--- src/rtl/alu_operand_seq.sv ---
// Operand/opcode entry sequencer for the 4-bit sign-magnitude ALU.
// Two debounced buttons step a small FSM that latches A, B, opcode, then captures the ALU result.

module alu_operand_seq_debounce #(
  parameter int unsigned DEBOUNCE_CYCLES = 16,
  parameter int unsigned CNT_W           = 20
) (
  input  logic i_clk,
  input  logic i_rst_n,
  input  logic i_btn,
  output logic o_press_c
);

  logic [1:0]       r_sync;
  logic [CNT_W-1:0] r_cnt;
  logic             r_deb;
  logic             r_deb_d;
  logic [CNT_W-1:0] w_cnt_inc;

  assign w_cnt_inc = r_cnt + CNT_W'(1);

  // Level is accepted only after DEBOUNCE_CYCLES consecutive mismatching samples.
  always_ff @(posedge i_clk or negedge i_rst_n) begin
    if (!i_rst_n) begin
      r_sync  <= 2'b00;
      r_cnt   <= '0;
      r_deb   <= 1'b0;
      r_deb_d <= 1'b0;
    end else begin
      r_sync  <= {r_sync[0], i_btn};
      r_deb_d <= r_deb;
      if (r_sync[1] != r_deb) begin
        if (w_cnt_inc == CNT_W'(DEBOUNCE_CYCLES)) begin
          r_deb <= r_sync[1];
          r_cnt <= '0;
        end else begin
          r_cnt <= w_cnt_inc;
        end
      end else begin
        r_cnt <= '0;
      end
    end
  end

  assign o_press_c = r_deb & ~r_deb_d;

endmodule

module alu_operand_seq #(
  parameter int unsigned DEBOUNCE_CYCLES = 16,
  parameter int unsigned CNT_W           = 20
) (
  input  logic       i_clk,
  input  logic       i_rst_n,
  input  logic [3:0] i_sw,
  input  logic       i_btn_enter,
  input  logic       i_btn_clear,
  input  logic [3:0] i_alu_led,
  input  logic       i_alu_carry,
  input  logic       i_alu_overflow,
  output logic [3:0] o_a,
  output logic [3:0] o_b,
  output logic [2:0] o_op,
  output logic [3:0] o_res,
  output logic       o_carry,
  output logic       o_overflow,
  output logic       o_done,
  output logic [2:0] o_step
);

  typedef enum logic [2:0] {
    S_GET_A  = 3'd0,
    S_GET_B  = 3'd1,
    S_GET_OP = 3'd2,
    S_EVAL   = 3'd3,
    S_SHOW   = 3'd4
  } state_t;

  state_t r_state;
  logic   w_enter;
  logic   w_clear;

  alu_operand_seq_debounce #(
    .DEBOUNCE_CYCLES(DEBOUNCE_CYCLES),
    .CNT_W          (CNT_W)
  ) u_db_enter (
    .i_clk    (i_clk),
    .i_rst_n  (i_rst_n),
    .i_btn    (i_btn_enter),
    .o_press_c(w_enter)
  );

  alu_operand_seq_debounce #(
    .DEBOUNCE_CYCLES(DEBOUNCE_CYCLES),
    .CNT_W          (CNT_W)
  ) u_db_clear (
    .i_clk    (i_clk),
    .i_rst_n  (i_rst_n),
    .i_btn    (i_btn_clear),
    .o_press_c(w_clear)
  );

  // Clear has priority over enter; EVAL never consumes an enter pulse.
  always_ff @(posedge i_clk or negedge i_rst_n) begin
    if (!i_rst_n) begin
      r_state    <= S_GET_A;
      o_a        <= 4'd0;
      o_b        <= 4'd0;
      o_op       <= 3'd0;
      o_res      <= 4'd0;
      o_carry    <= 1'b0;
      o_overflow <= 1'b0;
      o_done     <= 1'b0;
    end else if (w_clear) begin
      r_state    <= S_GET_A;
      o_a        <= 4'd0;
      o_b        <= 4'd0;
      o_op       <= 3'd0;
      o_res      <= 4'd0;
      o_carry    <= 1'b0;
      o_overflow <= 1'b0;
      o_done     <= 1'b0;
    end else begin
      case (r_state)
        S_GET_A: if (w_enter) begin
          o_a     <= i_sw;
          r_state <= S_GET_B;
        end
        S_GET_B: if (w_enter) begin
          o_b     <= i_sw;
          r_state <= S_GET_OP;
        end
        S_GET_OP: if (w_enter) begin
          o_op    <= i_sw[2:0];
          r_state <= S_EVAL;
        end
        S_EVAL: begin
          o_res      <= i_alu_led;
          o_carry    <= i_alu_carry;
          o_overflow <= i_alu_overflow;
          o_done     <= 1'b1;
          r_state    <= S_SHOW;
        end
        S_SHOW: if (w_enter) begin
          o_res      <= 4'd0;
          o_carry    <= 1'b0;
          o_overflow <= 1'b0;
          o_done     <= 1'b0;
          r_state    <= S_GET_A;
        end
        default: r_state <= S_GET_A;
      endcase
    end
  end

  always_comb begin
    o_step = 3'b000;
    case (r_state)
      S_GET_A:  o_step = 3'b001;
      S_GET_B:  o_step = 3'b010;
      S_GET_OP: o_step = 3'b100;
      default:  o_step = 3'b000;
    endcase
  end

endmodule

--- config.mk ---
export PLATFORM = sky130hd
export DESIGN_NAME = alu_operand_seq
export DESIGN_NICKNAME = d
export VERILOG_FILES = /design/src/rtl/alu_operand_seq.sv
export SDC_FILE = /design/constraint.sdc
export NUM_CORES = 1
export LEC_CHECK = 0
export ABC_AREA = 1
export BUFFER_PORTS_ARGS = -buffer_cell sky130_fd_sc_hd__buf_2
export CORE_ASPECT_RATIO = 1.25
export CORE_MARGIN = 10
export CORE_UTILIZATION = 60
export CTS_BUF_LIST = sky130_fd_sc_hd__clkbuf_8
export DETAILED_ROUTE_END_ITERATION = 6
export PLACE_DENSITY = 0.81
export SKIP_LAST_GASP = 1
export SYNTH_ARGS = -nofsm -noshare
export SYNTH_HDL_FRONTEND = slang
export SYNTH_SLANG_ARGS = --single-unit
export TNS_END_PERCENT = 5
--- constraint.sdc ---
create_clock -name i_clk -period 3.08 [get_ports i_clk]
set_clock_uncertainty 0.05 [all_clocks]
set_input_delay 0.308 -clock i_clk [delete_from_list [all_inputs] [get_ports i_clk]]
set_output_delay 0.308 -clock i_clk [all_outputs]
set_load 0.005 [all_outputs]
======== Word-level counts from Yosys, hierarchy flattened ========
Cells that the tools add are included.
word-level totals
  register bits ........................... 69
  input bits .............................. 14
  logic and storage cells ................. 76
cells by class
  add/sub/neg operators ................... 2
  eq/ne operators ......................... 12
  multiplexer cells ....................... 29
  bitwise gates (word level) .............. 4
  reductions and logical operators ........ 13
operators with widths
  cell                                                                      number
  20-bit two-way mux                                                        4
  20-bit by 1-bit adder with 20-bit output (second input constant)          2
  20-bit by 5-bit == test with 1-bit output (second input constant)         2
  4-bit two-way mux                                                         7
  3-bit two-way mux                                                         8
  3-bit case mux with 5 select lines                                        1
  3-bit by 1-bit inequality test with 1-bit output (second input constant)  4
  2-bit AND reduction                                                       6
  3-bit case mux with 3 select lines                                        1
  4-bit case mux with 2 select lines                                        1
  2-bit nonzero test                                                        4
  3-bit by 2-bit == test with 1-bit output (second input constant)          2
  1-bit case mux with 2 select lines                                        3
  1-bit two-way mux                                                         4
  4-bit AND reduction                                                       1
  3-bit by 1-bit == test with 1-bit output (second input constant)          1
  3-bit == test (second input constant)                                     1
  3-bit logical NOT                                                         1
  3-bit nonzero test                                                        1
  1-bit AND                                                                 2
  1-bit inequality test                                                     2
  1-bit NOT                                                                 2

======== Longest topological paths before layout ========
  word-level depth ........................ 5
  gate-level depth with buffers ........... 13
  mapped depth without buffers ............ 13

======== Hierarchy ========
From an unflattened synthesis, not the netlist that was laid out.
second synthesis, totals
  cells, all modules ...................... 511
  area total of the unflattened synthesis .. 3838.7 µm²
by module, submodules not included
  module                    instances  cells each  area an instance (µm²)  seq. area each (µm²)
  alu_operand_seq_debounce  2          194         1426.4                  600.6
  alu_operand_seq           1          123         985.9                   525.5

======== Worst setup path before layout ========
No wires, ideal clock.
  path type ............................... register to register
  start ................................... reg u_db_enter.r_cnt[0]
  end ..................................... reg u_db_enter.r_cnt[0]
  library setup time ...................... 0.121 ns
  arrival time ............................ 1.467 ns
  path slack .............................. 1.441 ns
  stages on the path, launching flop included .. 11
  clock period less this slack ............ 1.639 ns
  cells stage by stage .................... dfrtp_1 -> ha_1 -> inv_1 -> nor2_4 -> nand3_2 -> xor2_1 -> nand3_1 -> nor2_2 -> nand3_2 -> nand2_2 -> nor2_1
between the ends
  longest elaborated chain between the ends .. 4
RTL lines
  item                                          line  RTL
  start: declaration                            15    logic [CNT_W-1:0] r_cnt;
  start signal: assignment                      37    r_cnt <= w_cnt_inc;
  20-bit by 1-bit adder with 20-bit output (*)  20    assign w_cnt_inc = r_cnt + CNT_W'(1);
  20-bit by 5-bit == test with 1-bit output     33    if (w_cnt_inc == CNT_W'(DEBOUNCE_CYCLES)) begin
  20-bit two-way mux (*)                        33
  20-bit two-way mux (*)                        32    if (r_sync[1] != r_deb) begin
Mark *: on every way between the ends. The rest lies on a longest branch, timed or not.
A chain may end at the register's enable or synchronous reset.

======== Final worst setup path ========
  start ................................... reg u_db_clear.r_cnt[2]
  end ..................................... reg u_db_clear.r_cnt[0]
between the ends
  longest elaborated chain between the ends .. 4
RTL lines
  item                                       line
  start: declaration                         15
  start signal: assignment                   37
  20-bit by 1-bit adder with 20-bit output   20
  20-bit by 5-bit == test with 1-bit output  33
  20-bit two-way mux                         33
  20-bit two-way mux                         32
No other way between the ends.

==> flow_summary.yaml <==
sta:
  fmax_ghz: 0.517
  finalSetupViolations: 0
  fin_tns_setup_ns: 0
  rsz0062_at_grt: "no"
  hold_violations: 0
  slew_viol_final: 0
  setup_slack_ns: 1.15
  worstMarginPinSlew_ns: 0.847
  slew_headroom_pct: 43.5
  fin_crit_ns: 1.93
  period_share_pct: 62.8
clock_tree:
  cts_tree: "done"
  cts_buffers: 9
  cts_root_buf: "clkbuf_8"
  htree_levels: 3
  cts_resized: 0
  clk_latency_ns: 0.35
  holdBufCountCts: 0
  clkTransAtPathRegs_ns: 0.08
  post_cts_buffers: 0
  clockBufferDepth: 2
  clock-sinks: 69
critical_path:
  cp-end-kind: "flop"
  worstPathMaxFanout: 6
  reg2reg_setup_slack_ns: 1.15
  crit_path_max_incr_delay_ns: 0.44
  cp.required_ns: 3.27
  critical_path_class: "flop to flop"
  startpoint_type: "flop"
  slowest_stage: "dfrtp_1"
  arrival_ns: 2.12
  crit_path_frequent_cell: "nand3_1"
  crit_chain: "nand3_2 -> inv_2 -> nand3_1 -> nand2_1 -> nand2_1 -> inv_1 -> nand3_1 -> nor2_1 -> nand3_1 -> nand2_2 -> nor2_1"
routing:
  first_iter_violations: 137
  routed_wl_um: 8060
  vias: 3113
  vias_per_cell: 5.32
  wire_per_inst_um: 13.8
  drtPass1Iterations: 4
  drc: 0
  drtAntennaViolNets: 0
global_routing:
  met1_usage_pct: 18.2
  grt_pass1_wl_um: 13700
  use_met3_pct: 4.05
  antenna_found_initial: 0
  gr-usage-met2_pct: 31.4
  grt-busiest-layer: "met2"
  grtUsageTotal_pct: 16.9
  first_global_vias: 3130
  grt_max_degree: 70
  gr-total-overflow: 0
synthesis:
  ys_types: 32
  synth_top_cell_by_area: "dfrtp_1"
  ys_warn_count: 0
  syn_nets: 473
  avgSynthCellArea_um2: 8.06
  ys_seq_area_share_pct: 47.1
  yosysMostFrequentCell: "nand2_1"
  yosys-top-cells-area: "dfrtp_1 (47%), nand2_1 (12%), nor2_1 (8.1%)"
  ys_ff_latch: 69
  synth-edff-count: 0
  synthCells: 455
  syn_area_mm2: 0.00367
  synth_commonest_cells: "nand2_1 (116), nor2_1 (79), dfrtp_1 (69), inv_1 (47), a21oi_1 (21)"
  yosys.area.top_type_share_pct: 47.1
  synth-async-reset-ratio_pct: 100
  synth_ff_type: "dfrtp_1"
final_layout:
  fin_area_mm2: 0.00414
  fin_cells: 585
  fillerInstances: 460
  syn_to_final_growth_pct: 12.8
  regArea_mm2: 0.00173
  final_nets: 516
  antenna_cells: 0
  drive_gt1_share_pct: 19.1
  multi_input_area_mm2: 0.00173
floorplanning:
  coreArea_mm2: 0.00586
  rows: 31
  die_area_mm2: 0.00966
  die_h_um: 107
  die_width_um: 89.9
  ioPinCount: 35
  start_util_pct: 62.6
run:
  cap_violations: 0
placed_design:
  placed_cells: 569
  placedInstanceArea_mm2: 0.00394
  detailed_place_hpwl_um: 6030
  place.gp.congestion: 0.906
  pre_cts_ws_ns: 1.18
  port_buffers: 34
pwr:
  power.density_mw_per_mm2: 427
  ir_drop_mv: 0.460
  p_leak_nw: 1.98
worst_hold_path:
  hp-class: "input pin to flop"
status:
  status: "finished, final reports clean"
==> metal layers <==
layer | vias up | part of all wire (%)
met1 | 1476 | 41
met5 | - | 0
met4 | 0 | 1.7
met3 | 15 | 4.6
li1 | 1543 | -
met2 | 79 | 53
==> registers in the layout (all words and copies together) (netlist names) <==
register	cells
u_db_clear.r_cnt	20
o_b	4
o_op	3
u_db_clear.r_deb_d	1
u_db_clear.r_deb	1
u_db_clear.r_sync	2
u_db_enter.r_cnt	20
u_db_enter.r_deb_d	1
o_done	1
u_db_enter.r_deb	1
u_db_enter.r_sync	2
o_carry	1
o_overflow	1
r_state	3
o_a	4
o_res	4
==> final cells by class <==
| cell class | instances | area share [%] |
|---|---|---|
| Clock buffer | 10 | 3.33 |
| Clock inverter | 6 | 1.54 |
| Inverter | 52 | 4.72 |
| Multi-Input combinational cell | 331 | 41.9 |
| Sequential cell | 69 | 41.7 |
| Tap cell | 82 | 2.48 |
| Timing Repair Buffer | 35 | 4.29 |
==> placed cells by master, fill, tap and decap left out, types with 2 or more instances in the layout <==
| cell type | count |
|---|---|
| nand2_1 | 116 |
| nor2_1 | 79 |
| dfrtp_1 | 69 |
| inv_1 | 48 |
| buf_2 | 34 |
| a21oi_1 | 21 |
| nand3_1 | 19 |
| mux2_2 | 11 |
| nand4_1 | 10 |
| clkbuf_8 | 10 |
| nand3b_1 | 9 |
| nand2_2 | 8 |
| nor2_4 | 6 |
| nor2_2 | 6 |
| a32o_1 | 6 |
| xor2_1 | 5 |
| nand3_2 | 5 |
| nor3_1 | 5 |
| o21ai_2 | 4 |
| ha_1 | 4 |
| clkinvlp_4 | 4 |
| o21bai_1 | 3 |
| inv_2 | 3 |
| o21ai_1 | 3 |
| clkinv_1 | 2 |
| o21ai_0 | 2 |
| xnor2_1 | 2 |
| nor3b_1 | 2 |
==> worst paths after layout <==
kind,startpoint,endpoint,cells past startpoint
min in group asynchronous,i_rst_n,u_db_enter.r_cnt[15],2
max reg2reg,u_db_clear.r_cnt[2],u_db_clear.r_cnt[0],11
min,i_btn_clear,u_db_clear.r_sync[0],1
max,u_db_clear.r_cnt[2],u_db_clear.r_cnt[0],11
max in group asynchronous,i_rst_n,u_db_clear.r_cnt[13],2
min reg2reg,u_db_enter.r_sync[0],u_db_enter.r_sync[1],0
==> through the flow <==
stage                     hold slack [ns]  total power (W)  utilization [%]
after floorplan                   -0.0376         0.000994                -
after global placement              0.286          0.00104             67.2
after detailed placement            0.294          0.00104             67.2
after CTS                         0.00795          0.00178             70.6
after global routing               0.0146          0.00184             70.6
final                              0.0211          0.00177             70.6
==> cells by family after synthesis <==
family	after synthesis	share of synthesized area (%)
simple gates	268	33.5
flops	69	47.1
buf+inv	55	5.66
compound gates	41	7.33
mux	11	3.38
xor+xnor	7	1.67
fa+ha+maj	4	1.36
==> where the power goes <==
part | switching (W) | internal (W) | leakage, nW
Combinational | 0.0000626 | 0.0000296 | 0.942
Sequential | 0.0000141 | 0.000919 | 0.946
Clock | 0.000350 | 0.000392 | 0.0919
==> critical path: cells and delay by family (launching register included) <==
kind	cells	cell delay, ns
AND/OR/NAND/NOR	9	1.10
buffers and inverters	2	0.22
flip-flops	1	0.44
(Power assumes the default switching activity.)
